### config.mk
export PLATFORM = sky130hd
export DESIGN_NAME = sprite_blitter
export DESIGN_NICKNAME = d
export VERILOG_FILES = /design/src/rtl/sprite_blitter.sv
export SDC_FILE = /design/constraint.sdc
export NUM_CORES = 1
export LEC_CHECK = 0
export ABC_AREA = 1
export CAP_MARGIN = 0
export CORE_MARGIN = 4
export CORE_UTILIZATION = 47
export DETAILED_ROUTE_END_ITERATION = 16
export PLACE_DENSITY = 0.76
export SYNTH_ARGS = -nofsm -noshare
export SYNTH_HDL_FRONTEND = slang
export SYNTH_SLANG_ARGS = --single-unit
### constraint.sdc
create_clock -name clk -period 2.1 [get_ports clk]
set_input_delay 0.315 -clock clk [delete_from_list [all_inputs] [get_ports clk]]
set_output_delay 0.315 -clock clk [all_outputs]
set_load 0.03 [all_outputs]
### src/rtl/sprite_blitter.sv
// rtl/sprite_blitter.sv - sweeps a sprite ROM and writes offset, clipped pixels to the VGA adapter port.
// Optional colour-key transparency: SPRITE_BLITTER_TRANSPARENCY_EN.
module sprite_blitter #(
  parameter int         SPRITE_W          = 10,
  parameter int         SPRITE_H          = 6,
  parameter int         WIDTH_SX          = 4,
  parameter int         WIDTH_SY          = 3,
  parameter int         SCREEN_W          = 160,
  parameter int         SCREEN_H          = 120,
  parameter int         WIDTH_VX          = 8,
  parameter int         WIDTH_VY          = 7,
  parameter logic [2:0] TRANSPARENT_COLOR = 3'b000
) (
  input  logic                clk,
  input  logic                resetn,
  input  logic                start,
  input  logic [WIDTH_VX-1:0] pos_x,
  input  logic [WIDTH_VY-1:0] pos_y,
  output logic                busy,
  output logic                done,
  output logic [WIDTH_SX-1:0] rom_x,
  output logic [WIDTH_SY-1:0] rom_y,
  input  logic [2:0]          rom_color,
  output logic [WIDTH_VX-1:0] vga_x,
  output logic [WIDTH_VY-1:0] vga_y,
  output logic [2:0]          vga_colour,
  output logic                vga_plot
);

  localparam logic [WIDTH_SX-1:0] SX_LAST = WIDTH_SX'(SPRITE_W - 1);
  localparam logic [WIDTH_SY-1:0] SY_LAST = WIDTH_SY'(SPRITE_H - 1);
  localparam logic [WIDTH_VX:0]   SCR_W   = (WIDTH_VX+1)'(SCREEN_W);
  localparam logic [WIDTH_VY:0]   SCR_H   = (WIDTH_VY+1)'(SCREEN_H);
`ifdef SPRITE_BLITTER_TRANSPARENCY_EN
  localparam bit TRANSP_EN = 1'b1;
`else
  localparam bit TRANSP_EN = 1'b0;
`endif

  typedef enum logic [1:0] {S_IDLE, S_FETCH, S_DRAIN, S_DONE} state_t;

  state_t              state_q, state_d;
  logic [WIDTH_SX-1:0] sx_q, sx_d;
  logic [WIDTH_SY-1:0] sy_q, sy_d;
  logic                drain_q, drain_d;
  logic [WIDTH_VX-1:0] px_q, px_d;
  logic [WIDTH_VY-1:0] py_q, py_d;

  logic                s1_valid_q;
  logic [WIDTH_SX-1:0] s1_sx_q;
  logic [WIDTH_SY-1:0] s1_sy_q;

  logic [WIDTH_VX-1:0] vx_q;
  logic [WIDTH_VY-1:0] vy_q;
  logic [2:0]          vc_q;
  logic                plot_q, plot_d;

  logic                last_addr;
  logic [WIDTH_VX:0]   sum_x;
  logic [WIDTH_VY:0]   sum_y;
  logic                clip;
  logic                transparent;

  assign last_addr = (sx_q == SX_LAST) && (sy_q == SY_LAST);

  always_ff @(posedge clk or negedge resetn) begin
    if (!resetn) begin
      state_q <= S_IDLE;
      sx_q    <= '0;
      sy_q    <= '0;
      drain_q <= 1'b0;
      px_q    <= '0;
      py_q    <= '0;
    end else begin
      state_q <= state_d;
      sx_q    <= sx_d;
      sy_q    <= sy_d;
      drain_q <= drain_d;
      px_q    <= px_d;
      py_q    <= py_d;
    end
  end

  always_comb begin
    state_d = state_q;
    sx_d    = sx_q;
    sy_d    = sy_q;
    drain_d = drain_q;
    px_d    = px_q;
    py_d    = py_q;
    case (state_q)
      S_IDLE: begin
        if (start) begin
          state_d = S_FETCH;
          px_d    = pos_x;
          py_d    = pos_y;
          sx_d    = '0;
          sy_d    = '0;
        end
      end
      S_FETCH: begin
        if (last_addr) begin
          state_d = S_DRAIN;
          drain_d = 1'b0;
        end else if (sx_q == SX_LAST) begin
          sx_d = '0;
          sy_d = sy_q + 1'b1;
        end else begin
          sx_d = sx_q + 1'b1;
        end
      end
      S_DRAIN: begin
        // Two cycles: drain_q marks the second one.
        drain_d = 1'b1;
        if (drain_q) state_d = S_DONE;
      end
      S_DONE:  state_d = S_IDLE;
      default: state_d = S_IDLE;
    endcase
  end

  // Stage 1 delays the address by one cycle so it lines up with rom_color.
  always_ff @(posedge clk or negedge resetn) begin
    if (!resetn) begin
      s1_valid_q <= 1'b0;
      s1_sx_q    <= '0;
      s1_sy_q    <= '0;
    end else begin
      s1_valid_q <= (state_q == S_FETCH);
      s1_sx_q    <= sx_q;
      s1_sy_q    <= sy_q;
    end
  end

  assign sum_x       = (WIDTH_VX+1)'(px_q) + (WIDTH_VX+1)'(s1_sx_q);
  assign sum_y       = (WIDTH_VY+1)'(py_q) + (WIDTH_VY+1)'(s1_sy_q);
  assign clip        = (sum_x >= SCR_W) || (sum_y >= SCR_H);
  assign transparent = TRANSP_EN && (rom_color == TRANSPARENT_COLOR);
  assign plot_d      = s1_valid_q && !clip && !transparent;

  always_ff @(posedge clk or negedge resetn) begin
    if (!resetn) begin
      vx_q   <= '0;
      vy_q   <= '0;
      vc_q   <= '0;
      plot_q <= 1'b0;
    end else begin
      plot_q <= plot_d;
      if (plot_d) begin
        vx_q <= sum_x[WIDTH_VX-1:0];
        vy_q <= sum_y[WIDTH_VY-1:0];
        vc_q <= rom_color;
      end
    end
  end

  assign busy       = (state_q == S_FETCH) || (state_q == S_DRAIN);
  assign done       = (state_q == S_DONE);
  assign rom_x      = sx_q;
  assign rom_y      = sy_q;
  assign vga_x      = vx_q;
  assign vga_y      = vy_q;
  assign vga_colour = vc_q;
  assign vga_plot   = plot_q;

endmodule

==> key figures, run 1 <==
Synth
  – Mapped Cells: 297
  – Avg Synthesized Cell Area: 9.13 µm²
  – Mapped cell area: 2710 µm²
  – Register bit total from synthesis: 52
  – Sequential fraction of the synthesis area: 48.0%
  – Syn. warnings: 0
  – Post-synthesis net count: 335
  – Synth unique cells: 31

Power and ir drop
  – NetSw: 2.70 mW
  – Internal power: 3.36 mW
  – Clock power share: 9.8%
  – Combinational share of power: 61.2%
  – Sequential power share: 29.0%
  – PwrDens: 1600 nW/µm²
  – Sw Ratio: 44.5%
  – Static leakage: 1.81 nW
  – Maximum vdd drop: 0.756 mV

Floorplanning
  – Die area: 7050 µm²
  – Die Ht: 84.0 µm
  – Initial Utilization: 48.9%
  – Rows: 27
  – Core ar.: 5540 µm²
  – Die width: 84.0 µm
  – IO Pins: 49

Worst setup path
  – Reg2Reg Launch Point: py_q[0]
  – CP delay by family, top: simple AND/OR/NAND/NOR gates
  – Slowest Stage Delay on Critical Path: 0.39 ns
  – CP startpoint: py_q[0]
  – Crit end category: register
  – Buffers & Inverters on Critical Path: 3
  – Worst reg2reg endpoint: vga_x[1]
  – Worst Setup Path Type: register to register
  – CP startpoint kind: register
  – Total number of cells along the worst setup path: 14
  – Data arrival, critical path: 2.26 ns
  – CP Cell Sequence: ha_4 -> inv_2 -> fa_2 -> inv_2 -> nand2_1 -> nand2_2 -> nand3_2 -> nand2_2 -> nand2_2 -> nand3_4 -> buf_12 -> nand3_4 -> nand2_2 -> nand2_1
  – FF-to-FF setup slack: 0.06 ns
  – Slowest-stage cell, CP: dfrtp_1
  – Crit path top cell by count: nand2_2
  – WP data required: 2.32 ns
  – Worst Path Max Fanout: 7
  – Crit path to: vga_x[1]
  – R2r worst-path depth: 14

Timing
  – Fmax: 489 MHz
  – Slew Viols, Final: 0
  – Slew Limit Headroom: 71.1%
  – Final hold violations: 0
  – Worst Tran Pin Value: 0.433 ns
  – Setup Skew: 0.0147 ns
  – Fin crit period: 2.04 ns
  – Final Setup Violations: 0
  – Final Cycle Share: 97.3%
  – RSZ-0062 raised after global routing: yes

Clock tree
  – Clock sink count: 52
  – CTS tree: built
  – Root Buffer: clkbuf_8
  – Worst-path clk slew: 0.10 ns
  – Clock Latency Late Sink: 0.32 ns
  – Clk buf depth: 2
  – Cts bufs inserted: 5
  – H-Tree Depth: 2

Detailed routing
  – DR WL/cell: 13.9 µm
  – Via count: 2,268
  – Antenna viol nets, final: 0
  – Final Routed Wirelength: 6180 µm
  – First-pass detailed-route iteration total: 5
  – Vias per cell: 5.11
  – Initial DRC count: 90
  – Post-route DRC: 0

Final layout
  – Most frequent cells in the layout: nand2_1, dfrtp_1, clkdlybuf4s50_1
  – # nets final: 409
  – Final Cell Area: 3790 µm²
  – Non-Filler Instances: 444
  – Diodes inserted: 0
  – Area Growth Syn to Fin: 40.0%
  – Share of layout cells above drive strength 1: 22.6%
  – Commonest non-fill, non-tap cell in the layout: nand2_1

Global route
  – Largest net degree at the start of global routing: 53
  – Global route overflow: 0
  – Total Routing Usage GR: 16.4%
  – First-pass GRT wire length: 9490 µm
  – Initial antenna violation count: 0
  – Vias in the first global route: 2,134

Place
  – I/O Buffers: 48
  – Dpl hpwl: 3810 µm
  – Area of placed instances: 3290 µm²
  – Final Wtd Congestion: 0.799
  – Placed insts: 415

Run status
  – Status: finished clean

Hold path
  – Hold Crit Class: register to register

Flow run
  – Max Cap Viol: 0
## Yosys cell counts (all sizes together)
cell type	count	share of area, %
nand4	23	5.3
xnor2	2	0.65
inv	40	5.5
nor3	1	0.18
dfrtp	52	48
buf	5	1.5
nand3	19	4.8
nor2	19	3.0
nand3b	2	0.55
mux2i	1	0.37
xor2	3	0.97
fa	2	1.5
ha	15	6.9
o21ai	7	1.3
o221ai	1	0.32
o22ai	3	0.69
a21oi	8	1.5
a22o	1	0.32
clkbuf	2	0.28
nand2	82	13
mux2	8	3.3
nor3b	1	0.28
## state kept, by name, indices dropped and copies added, names as in the netlist
register    cells
s1_sx_q         4
s1_sy_q         3
vga_x           8
state_q         2
s1_valid_q      1
py_q            7
rom_y           3
drain_q         1
vga_y           7
vga_plot        1
px_q            8
vga_colour      3
rom_x           4
## power by group through the flow
stage	clock (mW)	sequential (mW)	combinational, mW
finish	0.593	1.76	3.71
global route	0.643	1.81	4.05
CTS	0.609	1.73	2.93
detailed placement	0	1.74	2.85
global placement	0	1.74	2.78
floorplan	0	2.08	1.62
## cell families after synthesis
logic type	synth area share, %
buf+inv	7.34
xor+xnor	1.62
simple gates	26.9
fa+ha+maj	8.40
mux	3.69
flops	48.0
compound gates	4.11
## worst min path at each step
| stage | end | from | slack [ns] | depth (start not counted) |
|---|---|---|---|---|
| final | s1_sx_q[3] | rom_x[3] | 0.46 | 0 |
| after global placement | state_q[1] | resetn | 0.32 | 2 |
| after global routing | s1_sx_q[3] | rom_x[3] | 0.48 | 0 |
| after detailed placement | state_q[1] | resetn | 0.32 | 2 |
| after floorplan | drain_q | resetn | 0.02 | 0 |
| after CTS | s1_sx_q[3] | rom_x[3] | 0.46 | 0 |
## worst register-to-register path, delay by kind of cell (launching register included)
| kind | cells | cell delay (ns) |
|---|---|---|
| adders and majority gates | 2 | 0.52 |
| buffers and inverters | 3 | 0.26 |
| DFF | 1 | 0.39 |
| and+or+nand+nor | 9 | 0.78 |
## per-layer routing
layer | vias to the layer above | global-route usage, % | share of wire (%)
met4 | 0 | 5.26 | 2.3
met2 | 65 | 26.5 | 48
met3 | 13 | 4.44 | 5.0
met1 | 1067 | 21.4 | 44
met5 | - | 0 | 0
li1 | 1123 | - | -
## repair_timing
| action | in CTS | in global routing |
|---|---|---|
| hold buffers | 1 | 0 |
| endpoints found under the setup margin | 18 | 21 |
| setup buffers | 0 | 11 |
| hold endpoints to repair | 52 | 0 |
| gates resized for setup | 3 | 37 |
| cloned | 1 | 8 |
| pin swaps | 2 | 31 |
## area by class of cell
| cell class | count | area (µm²) |
|---|---|---|
| Fill cell | 419 | 1750 |
| Clock inverter | 1 | 7.51 |
| Sequential cell | 52 | 1300 |
| Inverter | 40 | 150 |
| Clock buffer | 7 | 86.3 |
| Tap cell | 72 | 90.1 |
| Timing Repair Buffer | 71 | 805 |
| Multi-Input combinational cell | 201 | 1360 |
## stage by stage
stage	total power, mW	utilization (%)	hold slack [ns]	TNS, ns	setup WS, ns
after detailed placement	4.60	59.4	0.321	-0.396	-0.0478
after CTS	5.26	61.7	0.457	0	0.0136
final	6.06	68.5	0.456	0	0.0561
after global routing	6.50	68.5	0.479	-0.600	-0.0751
after floorplan	3.71	-	0.0194	0	0.123
after global placement	4.52	59.4	0.323	0	0.00399
Power figures use the tool's default switching activity.
==> run 2: changes to the inputs <==
CORE_MARGIN = 2   (was 4)
CORE_UTILIZATION = 50   (was 47)
PLACE_DENSITY = 0.77   (was 0.76)
TNS_END_PERCENT = 50   (was not set)
clock period = 2.39 ns   (was 2.1 ns; I/O delays follow)
==> run 2 against run 1 <==
  * Flip-flop and latch count stayed put
  * Highest routed layer unchanged
  * Critical path type unchanged
  * Utilization is 3.3 points lower
  * Global-route usage is 2.0 points higher
  * Clock skew is 0.0083 ns lower
  * Die area is 14% lower
  * Clock-buffer cell count is 1 lower
  * Clock power is 17% lower
  * Sequential share of layout area is 4.3 points higher
  * Combinational power is 32% lower
  * Final cell count is 4.7% lower
==> key figures, run 2 (synthesis results as in run 1) <==
Floorplanning
  – Die width: 77.6 µm
  – Rows: 26
  – Core ar.: 5170 µm²
  – Initial Utilization: 52.4%
  – Die Ht: 77.6 µm
  – Die area: 6030 µm²
  – IO Pins: 49

Clock tree
  – Setup Fix Bufs, Post-CTS: 0
  – Clock sink count: 52
  – H-Tree Depth: 2
  – Post-CTS sizing: 0
  – Worst-path clk slew: 0.09 ns
  – Cts bufs inserted: 5
  – Root Buffer: clkbuf_8
  – CTS tree: built
  – Clk buf depth: 2
  – Clock Latency Late Sink: 0.30 ns
  – Hold_buf cts: 0

Global route
  – Vias in the first global route: 2,087
  – Largest net degree at the start of global routing: 45
  – Met3 Usage GRT: 3.84%
  – Total Routing Usage GR: 18.4%
  – Initial antenna violation count: 0
  – Most crowded layer after global routing: met2
  – First-pass GRT wire length: 8980 µm
  – Met1 Use GR: 23.7%
  – Global route overflow: 0
  – Met2 usage: 30.7%

Timing
  – Hold WS: 0.203 ns
  – Fmax: 466 MHz
  – Final hold violations: 0
  – Sum Neg Setup Slack: 0 ns
  – Slew Limit Headroom: 36.5%
  – Worst Tran Pin Value: 0.953 ns
  – Final Setup Violations: 0
  – Setup Skew: 0.00636 ns
  – Fin crit period: 2.14 ns
  – RSZ-0062 raised after global routing: no
  – Slew Viols, Final: 0
  – Final Cycle Share: 89.7%

Detailed routing
  – Post-route DRC: 0
  – Initial DRC count: 91
  – Via count: 2,139
  – Final Routed Wirelength: 5210 µm
  – DR WL/cell: 12.3 µm
  – First-pass detailed-route iteration total: 5
  – Vias per cell: 5.06
  – Antenna viol nets, final: 0

Power and ir drop
  – Internal power: 2.46 mW
  – Sequential power share: 33.7%
  – NetSw: 2.06 mW
  – Sw Ratio: 45.6%
  – Total power: 4.53 mW
  – PwrDens: 1340 nW/µm²
  – Combinational share of power: 55.3%
  – Clock power share: 10.9%
  – Static leakage: 1.67 nW
  – Maximum vdd drop: 0.894 mV

Worst setup path
  – Worst Setup Path Type: register to register
  – WP data required: 2.58 ns
  – Crit end category: register
  – CP startpoint kind: register
  – Data arrival, critical path: 2.34 ns
  – Worst Path Max Fanout: 9

Place
  – Dpl hpwl: 3780 µm
  – Final Wtd Congestion: 0.817
  – Area of placed instances: 3270 µm²
  – I/O Buffers: 48

Final layout
  – Share of layout cells above drive strength 1: 12.7%
  – Final Util: 65.2%
  – Commonest non-fill, non-tap cell in the layout: nand2_1
  – Area Growth Syn to Fin: 24.4%
  – Most frequent cells in the layout: nand2_1, dfrtp_1, clkdlybuf4s50_1
  – Final Cell Area: 3370 µm²
  – # nets final: 390
  – Fill cells: 451
  – Diodes inserted: 0

Run status
  – Status: finished clean

Flow run
  – Max Cap Viol: 0

Hold path
  – Hold Crit Class: input port to async pin
## run 2: path summary, 6_finish.rpt
path,startpoint,end,slack (ns),depth (start not counted)
max,px_q[0],vga_x[3],0.25,13
min,resetn,vga_x[6],0.20,1
max reg2reg,px_q[0],vga_x[3],0.25,13
min reg2reg,rom_x[3],s1_sx_q[3],0.44,0
max in group asynchronous,resetn,py_q[4],1.55,2
min in group clk,rom_x[3],s1_sx_q[3],0.44,0
## run 2: power by group through the flow
stage	registers (mW)	clock network (mW)	logic (mW)
global route	1.58	0.555	2.77
detailed placement	1.53	0	2.49
floorplan	1.83	0	1.43
CTS	1.52	0.522	2.50
finish	1.53	0.494	2.51
global placement	1.53	0	2.43
## run 2: layout make-up
class	instances	area, µm²	share of cell area (%)
tap	70	87.6	2.60
clock inverter	2	10.0	0.297
clock buffer	6	82.6	2.45
sequential	52	1300	38.6
multi-input combinational	199	1220	36.2
inverter	40	150	4.45
timing repair buffer	54	520	15.4
## run 2: routing by layer
metal	up-vias	part of all wire (%)	routed length, µm
met4	0	0.77	40
met1	995	49	2540
met3	4	4.6	241
met2	56	46	2390
li1	1084	-	-
met5	-	0	0
## run 2: stage by stage
step                cells  setup slack [ns]
global placement      414             0.328
detailed placement    414             0.219
finish                423             0.246
CTS                   422             0.202
floorplan             297             0.413
global route          423            0.0475
## run 2: worst max-delay path: stages (launching register included)
cell and delay (ns):
dfrtp_1 0.36, ha_1 0.20, inv_1 0.06, fa_1 0.41, inv_1 0.09, nand2_1 0.07
nand2_2 0.08, nand3_2 0.08, nand2_2 0.09, nand3_2 0.09, nand2_4 0.10, nand3_2 0.24
nand2_2 0.12, nand2_1 0.06
==> run 3: changes to the inputs <==
TNS_END_PERCENT = not set   (was 50)
==> results of run 3 <==
The final DEF is identical to that of run 2; final timing and power are the same.
